===== src/rtl/clk_gen_multi.sv =====
// ---------------------------------------------------------------------------
// clk_gen_multi
//   Multi-channel programmable clock-enable / strobe generator. Each channel
//   produces a registered waveform with a runtime-programmable period, high
//   count and start phase. Start and stop are glitch-free, and new settings
//   take effect only at a period boundary or while the channel is idle.
//   Outputs are intended for downstream timing logic, not as a clock net.
//
// Ports:
//   clk        system clock, rising edge
//   rst_n      asynchronous active-low reset
//   en         per-channel run request (level)
//   cfg_wr     one-cycle configuration write strobe
//   cfg_ch     channel targeted by cfg_wr
//   cfg_period period in clk cycles (must be non-zero)
//   cfg_high   clk cycles high per period
//   cfg_phase  start delay after en rises (must be below cfg_period)
//   cfg_err    one-cycle pulse when the previous cfg_wr was rejected
//   clk_out    generated waveforms, registered
//   active     channel is waiting on its phase, running or draining
// ---------------------------------------------------------------------------
module clk_gen_multi #(
    parameter int NUM_CH = 2,
    parameter int CNT_W  = 8,
    parameter int CH_W   = (NUM_CH > 1) ? $clog2(NUM_CH) : 1
) (
    input  logic              clk,
    input  logic              rst_n,
    input  logic [NUM_CH-1:0] en,
    input  logic              cfg_wr,
    input  logic [CH_W-1:0]   cfg_ch,
    input  logic [CNT_W-1:0]  cfg_period,
    input  logic [CNT_W-1:0]  cfg_high,
    input  logic [CNT_W-1:0]  cfg_phase,
    output logic              cfg_err,
    output logic [NUM_CH-1:0] clk_out,
    output logic [NUM_CH-1:0] active
);

    typedef enum logic [1:0] {
        IDLE,
        PHASE_WAIT,
        RUN,
        DRAIN
    } ch_state_t;

    // One extra bit so NUM_CH itself is representable when it is a power of two.
    localparam logic [CH_W:0] NUM_CH_V = (CH_W + 1)'(NUM_CH);

    logic cfg_ok;

    // A write is legal only with a non-zero period, a phase that fits inside
    // the period and a channel index that exists.
    assign cfg_ok = (cfg_period != '0) &&
                    (cfg_phase < cfg_period) &&
                    ({1'b0, cfg_ch} < NUM_CH_V);

    always_ff @(posedge clk or negedge rst_n) begin
        if (!rst_n) begin
            cfg_err <= 1'b0;
        end else begin
            cfg_err <= cfg_wr && !cfg_ok;
        end
    end

    for (genvar i = 0; i < NUM_CH; i++) begin : g_ch
        ch_state_t        state_q, state_nx;
        logic [CNT_W-1:0] cnt_q, cnt_nx;
        logic [CNT_W-1:0] ph_q, ph_nx;
        logic             out_q, out_nx;
        logic [CNT_W-1:0] act_period_q, act_high_q, act_phase_q;
        logic [CNT_W-1:0] sh_period_q, sh_high_q, sh_phase_q;
        logic             pend_q;
        logic             apply;
        logic             wr_hit;
        logic             wrap;
        logic [CNT_W-1:0] eff_phase;

        assign wr_hit = cfg_wr && cfg_ok && (cfg_ch == CH_W'(i));

        // Next-state logic. RUN and DRAIN share the counting step; DRAIN only
        // differs in that a boundary with en still low ends the waveform, so
        // a stop request never truncates a high pulse. When leaving IDLE the
        // phase decision uses the pending shadow if one is being applied on
        // the same edge, so a write followed by en honours the new phase.
        always_comb begin
            state_nx  = state_q;
            cnt_nx    = cnt_q;
            ph_nx     = ph_q;
            out_nx    = 1'b0;
            apply     = 1'b0;
            wrap      = (cnt_q == act_period_q - 1'b1);
            eff_phase = pend_q ? sh_phase_q : act_phase_q;
            case (state_q)
                IDLE: begin
                    cnt_nx = '0;
                    apply  = pend_q;
                    if (en[i]) begin
                        if (eff_phase != '0) begin
                            state_nx = PHASE_WAIT;
                            ph_nx    = eff_phase - 1'b1;
                        end else begin
                            state_nx = RUN;
                        end
                    end
                end
                PHASE_WAIT: begin
                    if (!en[i]) begin
                        state_nx = IDLE;
                    end else if (ph_q == '0) begin
                        state_nx = RUN;
                        cnt_nx   = '0;
                    end else begin
                        ph_nx = ph_q - 1'b1;
                    end
                end
                RUN, DRAIN: begin
                    if ((state_q == DRAIN) && !en[i] && wrap) begin
                        state_nx = IDLE;
                        cnt_nx   = '0;
                    end else begin
                        out_nx   = (cnt_q < act_high_q);
                        cnt_nx   = wrap ? '0 : cnt_q + 1'b1;
                        apply    = wrap && pend_q;
                        state_nx = en[i] ? RUN : DRAIN;
                    end
                end
                default: begin
                    state_nx = IDLE;
                end
            endcase
        end

        // State, counters and output register.
        always_ff @(posedge clk or negedge rst_n) begin
            if (!rst_n) begin
                state_q <= IDLE;
                cnt_q   <= '0;
                ph_q    <= '0;
                out_q   <= 1'b0;
            end else begin
                state_q <= state_nx;
                cnt_q   <= cnt_nx;
                ph_q    <= ph_nx;
                out_q   <= out_nx;
            end
        end

        // Shadow/active configuration. The copy reads the shadow value held
        // before this edge, so a write landing on a boundary stays pending
        // for the following boundary instead of being lost.
        always_ff @(posedge clk or negedge rst_n) begin
            if (!rst_n) begin
                act_period_q <= CNT_W'(2);
                act_high_q   <= CNT_W'(1);
                act_phase_q  <= '0;
                sh_period_q  <= CNT_W'(2);
                sh_high_q    <= CNT_W'(1);
                sh_phase_q   <= '0;
                pend_q       <= 1'b0;
            end else begin
                if (apply) begin
                    act_period_q <= sh_period_q;
                    act_high_q   <= sh_high_q;
                    act_phase_q  <= sh_phase_q;
                end
                if (wr_hit) begin
                    sh_period_q <= cfg_period;
                    sh_high_q   <= cfg_high;
                    sh_phase_q  <= cfg_phase;
                    pend_q      <= 1'b1;
                end else if (apply) begin
                    pend_q <= 1'b0;
                end
            end
        end

        assign clk_out[i] = out_q;
        assign active[i]  = (state_q != IDLE);
    end

endmodule


===== config.mk =====
export PLATFORM = sky130hd
export DESIGN_NAME = clk_gen_multi
export DESIGN_NICKNAME = d
export VERILOG_FILES = /design/src/rtl/clk_gen_multi.sv
export SDC_FILE = /design/constraint.sdc
export NUM_CORES = 1
export LEC_CHECK = 0
export CORE_UTILIZATION = 40
export DETAILED_ROUTE_END_ITERATION = 7
export PLACE_DENSITY = 0.55
export RECOVER_POWER = 100
export SLEW_MARGIN = 0
export SYNTH_ARGS = -nofsm -noshare
export SYNTH_HDL_FRONTEND = slang
export SYNTH_SLANG_ARGS = --single-unit

===== constraint.sdc =====
create_clock -name clk -period 3.6 [get_ports clk]
set_input_delay 0.9 -clock clk [delete_from_list [all_inputs] [get_ports clk]]
set_output_delay 0.9 -clock clk [all_outputs]
set_load 0.005 [all_outputs]

# Yosys cells after proc, flatten, opt, wreduce, memory -nomap -nowiden
# Cells that the tools add are included.
[classes]
n_addsub = 8
n_lt_le_gt_ge = 3
n_eq_ne = 20
mux = 48
bitwise = 1
reduce_logical = 35
[op_table]
columns = ["operator", "n"]
rows = [
  ["8-bit two-way mux", 18],
  ["8-bit case mux with 3 select lines", 2],
  ["8-bit by 1-bit subtractor with 8-bit output (second input constant)", 6],
  ["8-bit case mux with 2 select lines", 2],
  ["8-bit less-than comparator", 3],
  ["8-bit nonzero test", 3],
  ["2-bit two-way mux", 10],
  ["2-bit != test (second input constant)", 10],
  ["8-bit by 1-bit adder with 8-bit output (second input constant)", 2],
  ["8-bit equality test", 2],
  ["8-bit logical NOT", 2],
  ["1-bit two-way mux", 12],
  ["2-bit case mux with 3 select lines", 2],
  ["2-bit nonzero test", 6],
  ["1-bit logical AND", 11],
  ["5-bit AND reduction", 2],
  ["2-bit equality test (second input constant)", 4],
  ["2-bit AND reduction", 4],
  ["3-bit != test (second input constant)", 2],
  ["2-bit by 1-bit equality test with 1-bit output (second input constant)", 2],
  ["2-bit logical NOT", 2],
  ["1-bit case mux with 2 select lines", 2],
  ["2-bit OR reduction", 2],
  ["1-bit logical NOT", 3],
  ["1-bit NOT", 1],
]
[word_totals]
reg_bits = 137
inputBits = 30
output_inout_bits = 5
elab_cells = 138

# Depth between registers and ports, before layout
# Gate-level depths: netlist of the first run.
[logic_depth]
word_depth = 7
mapped_depth = 10
depth_no_buf = 8

# Worst setup path after synthesis of the first run
# OpenSTA, ideal clock, no wires.
[synth_path]
path_type = "register -> register"
from = "register g_ch[0].act_period_q[0]"
to = "register g_ch[0].act_high_q[1]"
setup_ps = 125
arrival_time_ps = 2768
required_time_ps = 3475
setup_slack_ps = 707
stages_incl_launch_ff = 11
path_buffers = 2
synth_period_minus_slack_ps = 2893
path_cell_list = "dfrtp_1 inv_1 ha_1 or3b_1 or4_4 a2111oi_4 a41o_1 buf_6 nand3_4 buf_6 mux2_4"
[synth_via]
elab_chain_len = 5
elab_cells_between_ends = 6
cone_classes = "add/sub (1); eq/ne (1); mux (2); reduce/logical (2)"
[synth_lines]
columns = ["item", "line_no", "rtl"]
rows = [
  ["start, declared", "71", "logic [CNT_W-1:0] act_period_q, act_high_q, act_phase_q;"],
  ["start signal, assigned", "163", "act_period_q <= sh_period_q;"],
  ["8-bit by 1-bit subtractor with 8-bit output *", "92", "wrap = (cnt_q == act_period_q - 1'b1);"],
  ["8-bit equality test *", "92", ""],
  ["1-bit logical AND (on tied branches)", "124, 118", ""],
  ["1-bit two-way mux *", "118", "if ((state_q == DRAIN) && !en[i] && wrap) begin"],
  ["1-bit case mux with 2 select lines *", "94", "case (state_q)"],
  ["end signal, assigned", "164", "act_high_q <= sh_high_q;"],
  ["end, declared", "71", ""],
]
# Every way passes the cells marked *; elsewhere a longest branch is shown, timed or not.
# A chain may end at the register's enable or synchronous reset.

# Final worst setup path of the first run
[layout_path]
from = "input cfg_period[7]"
to = "register g_ch[0].sh_high_q[4]"
[layout_via]
elab_chain_len = 4
elab_cells_between_ends = 5
cone_classes = "order compare (1); reduce/logical (4)"
[layout_lines]
columns = ["item", "line_no", "rtl"]
rows = [
  ["start, declared", "32", "input logic [CNT_W-1:0] cfg_period,"],
  ["8-bit less-than comparator / 8-bit nonzero test (equally long branches)", "55, 54", ""],
  ["1-bit logical AND *", "54", "assign cfg_ok = (cfg_period != '0) &&"],
  ["1-bit logical AND * (2 in a row)", "79", "assign wr_hit = cfg_wr && cfg_ok && (cfg_ch == CH_W'(i));"],
  ["end signal, assigned", "169", "sh_high_q <= cfg_high;"],
  ["end, declared", "72", "logic [CNT_W-1:0] sh_period_q, sh_high_q, sh_phase_q;"],
]
# Marks and branches as above.

==> impl_metrics.csv, run 1 <==
group,metric,value,unit
run_status,outcome,"complete, but fails checks",
run_status,violations,"capacitance limit, slew limit",
die,core_area,17400,µm²
timing,hold_ws,0.488,ns
clock_tree,cts_buffer_depth,2,
cells_and_area,diodes,0,
logic_synthesis,ys_ff_latch,137,
power_and_ir_drop,seq_power_share,41.7,%
timing,fin_ws,0.290,ns
clock_tree,path_clk_slew,0.05,ns
clock_tree,cts_max_level,4,
global_route,met1_usage,22.6,%
job,drv_cap,1,
power_and_ir_drop,pwr-share-comb,24.6,%
critical_path,critical_path.cell_chain,"dlygate4sd3_1 -> inv_1 -> ha_1 -> a221o_1 -> a31oi_1 -> o2111ai_2 -> clkbuf_2 -> mux2_2",
power_and_ir_drop,p_leak,3.75,nW
timing,hold_viol_final,0,
timing,setup_viol,0,
drt,wirelength,14700,µm
global_route,grt.total_usage,17.6,%
clock_tree,hold_buffers,0,
timing,fin_tns_setup,0,ns
logic_synthesis,ys_types,59,
logic_synthesis,postSynth.asyncResetShare,100,%
power_and_ir_drop,p_sw_share,29.6,%
drt,first_iter_violations,193,
cells_and_area,final_core_util,47.5,%
timing,period_minus_slack,3.31,ns
global_route,grt.met2_usage,29.2,%
cells_and_area,final_nets,706,
cells_and_area,seqCellArea,3440,µm²
drt,viasPerCell,5.32,
place,dp_cells,855,
timing,max_freq,302,MHz
cells_and_area,layout-drive-gt1-share,19.0,%
power_and_ir_drop,powerDensity,640,nW/µm²
cells_and_area,multi_input_area,3420,µm²
cells_and_area,stdcell_count,887,
timing,grt_setup_unrepaired,"false",
die,dieArea,18500,µm²
die,fp-row-count,48,
drt,drc,0,
timing,period_share,92.0,%
cells_and_area,syn_to_final_growth,15.3,%
global_route,busiest_layer,"met2",
global_route,grt_use_met3,4.06,%
drt,dr.pass1.iters,4,
logic_synthesis,syn-instance-count,604,
drt,vias,4721,
place,port_buffers,34,
clock_tree,clock_latency,0.41,ns
logic_synthesis,ys_warn_count,0,
die,start_util,41.2,%
power_and_ir_drop,ir_drop,0.373,mV
clock_tree,cts_tree,"built",
clock_tree,clock-sinks,137,
critical_path,start_kind,"input pin",
logic_synthesis,synth_top_cell_by_area,"dfrtp_1",
worst_hold_path,min_path_type,"reg -> reg",
logic_synthesis,synthTopCellsByArea,"dfrtp_1, mux2_2, ha_1",
timing,skew,0.00556,ns
critical_path,slowest_stage,"dlygate4sd3_1",
cells_and_area,fillers,1617,
place,place.gp.congestion,0.832,
critical_path,crit_path_end_kind,"flop",
global_route,gr-total-overflow,0,
critical_path,slowest_delay,0.63,ns
critical_path,path_class,"in -> reg",
drt,wl_per_cell,16.5,µm
clock_tree,cts_resized,0,
die,io_pins,35,
critical_path,worst-path-max-fanout,25,
logic_synthesis,synth_top_area_share,45.0,%
place,place_ws,0.221,ns
critical_path,required,3.90,ns
die,die_w,136,µm
global_route,grt_pass1_wl,25100,µm
global_route,antenna_found_initial,0,
clock_tree,cts_setup_buffers,0,
clock_tree,root_buffer,"clkbuf_16",
timing,slew_viol_final,62,
critical_path,timing.critical_path.arrival,3.61,ns
timing,max-slew-margin-rel,-1.60,%
timing,tightestPinTransition,1.52,ns
logic_synthesis,syn_nets,661,
power_and_ir_drop,internal-power,3.72,mW
place,dp_hpwl,10500,µm
power_and_ir_drop,p_switching,1.57,mW
logic_synthesis,synth_edf_count,0,
global_route,grt_start_max_net_pins,62,
clock_tree,cts_made_buffers,17,
power_and_ir_drop,clkPwrFrac,33.6,%
logic_synthesis,ys_seq_area_share,47.9,%
global_route,grt_pass1_vias,4967,
die,die-height,136,µm
logic_synthesis,mappedNetlistArea,7170,µm²
logic_synthesis,avgSynthCellArea,11.9,µm²
drt,antenna_left,0,
logic_synthesis,ys.flop_type,"dfrtp_1",
[worst max-delay path: cells and delay by family]
family / cells / cell delay (ns)
buffers and inverters: 3 / 1.11
adders and majority gates: 1 / 0.33
AOI/OAI and AO/OA: 3 / 0.85
muxes: 1 / 0.40
[placed cells by master, fill, tap and decap left out, drive strengths merged, types with 10 or more instances in the layout]
master,count
dfrtp,129
mux2,108
inv,36
clkbuf,34
nand2,33
ha,27
clkdlybuf4s50,27
o21ai,21
nor2,21
xnor2,21
mux2i,18
nand3,18
a21o,14
xor2,14
a21oi,13
nor3,10
[sequential cells by signal (all words and copies together), names as in the netlist]
name,flops
g_ch.act_high_q,16
g_ch.pend_q,2
g_ch.sh_phase_q,16
g_ch.ph_q,16
g_ch.act_phase_q,16
g_ch.sh_high_q,16
g_ch.state_q,4
cfg_err,1
g_ch.sh_period_q,16
g_ch.out_q,2
g_ch.act_period_q,16
g_ch.cnt_q,16
[logic make-up (layout without fill, tap and decap cells)]
logic type / after synthesis / count (layout) / share of synthesized area [%]
simple gates: 130 / 130 / 9.63
xor+xnor: 35 / 35 / 4.27
mux: 126 / 126 / 20.5
flops: 137 / 137 / 47.9
fa+ha+maj: 28 / 28 / 4.85
compound gates: 93 / 93 / 9.40
buf+inv: 55 / 113 / 3.45
[layer usage]
| layer | vias up | share of wire (%) | wire, µm |
|---|---|---|---|
| li1 | 2269 | - | - |
| met4 | 0 | 1.2 | 173 |
| met3 | 14 | 2.3 | 336 |
| met1 | 2375 | 47 | 6940 |
| met2 | 63 | 49 | 7210 |
| met5 | - | 0 | 0 |
[per-stage QoR]
stage	total power [mW]	instance area, µm²
4_1_cts	5.47	8380
3_3_place_gp	3.59	7780
6_report	5.29	8270
5_1_grt	5.65	8270
3_5_place_dp	3.66	7780
2_1_floorplan	3.28	7170
[Yosys cell counts (3+ instances only)]
cell / instances
a21oi_1: 13
xnor2_1: 21
o31ai_1: 3
or4_1: 7
o21ai_0: 21
dfstp_2: 8
a32o_1: 3
buf_6: 3
o21bai_1: 3
xor2_1: 14
o21a_1: 4
mux2_4: 19
nor3_1: 10
inv_1: 36
mux2_2: 70
o22ai_1: 3
nand3_1: 17
nand2b_1: 9
nand4_1: 5
nand2_1: 33
o2111ai_1: 3
ha_1: 27
clkbuf_1: 10
dfrtp_1: 129
nor4_1: 7
mux2_1: 19
nand3b_1: 5
nor2_1: 21
a31o_2: 3
mux2i_1: 18
buf_4: 5
a21o_1: 14
a211oi_1: 6
o211ai_1: 3
[power by group through the flow]
| stage | combinational, mW | sequential, mW | clock [mW] |
|---|---|---|---|
| 2_1_floorplan | 1.17 | 2.11 | 0 |
| 3_3_place_gp | 1.36 | 2.23 | 0 |
| 3_5_place_dp | 1.41 | 2.25 | 0 |
| 4_1_cts | 1.42 | 2.22 | 1.82 |
| 5_1_grt | 1.49 | 2.27 | 1.89 |
| 6_report | 1.30 | 2.21 | 1.78 |
[path summary, 6_finish.rpt]
kind | start | cells after the start | slack, ns | endpoint
max reg2reg | g_ch[0].act_period_q[0] | 8 | 0.41 | g_ch[0].act_high_q[4]
min reg2reg | g_ch[0].sh_high_q[1] | 1 | 0.49 | g_ch[0].act_high_q[1]
min | g_ch[0].sh_high_q[1] | 1 | 0.49 | g_ch[0].act_high_q[1]
min in group asynchronous | rst_n | 1 | 0.85 | g_ch[0].act_high_q[6]
max | cfg_period[7] | 8 | 0.29 | g_ch[0].sh_high_q[4]
max in group asynchronous | rst_n | 2 | 1.13 | g_ch[0].sh_high_q[5]
[final cells by class]
class | count | share of cell area, %
inverter | 36 | 1.63
multi-input combinational | 412 | 41.4
timing repair buffer | 45 | 4.71
tap | 225 | 3.40
clock inverter | 8 | 1.42
sequential | 137 | 41.6
clock buffer | 24 | 5.83
Power figures use the tool's default switching activity.
==> inputs of run 2 (changes only) <==
--- a/config.mk
+++ b/config.mk
@@ -7,9 +7,10 @@
 export LEC_CHECK = 0
 export CORE_UTILIZATION = 40
 export DETAILED_ROUTE_END_ITERATION = 7
+export GPL_ROUTABILITY_DRIVEN = 0
 export PLACE_DENSITY = 0.55
 export RECOVER_POWER = 100
-export SLEW_MARGIN = 0
+export SLEW_MARGIN = 20
 export SYNTH_ARGS = -nofsm -noshare
 export SYNTH_HDL_FRONTEND = slang
 export SYNTH_SLANG_ARGS = --single-unit
==> results of run 2 <==
No change in the layout: final DEF, timing and power equal those of run 1.
==> inputs of run 3 (changes only) <==
--- a/config.mk
+++ b/config.mk
@@ -8,6 +8,7 @@
 export CORE_UTILIZATION = 40
 export DETAILED_ROUTE_END_ITERATION = 7
 export GPL_ROUTABILITY_DRIVEN = 0
+export HOLD_SLACK_MARGIN = 0.1
 export PLACE_DENSITY = 0.55
 export RECOVER_POWER = 100
 export SLEW_MARGIN = 20
==> results of run 3 <==
No change in the layout: final DEF, timing and power equal those of run 1.
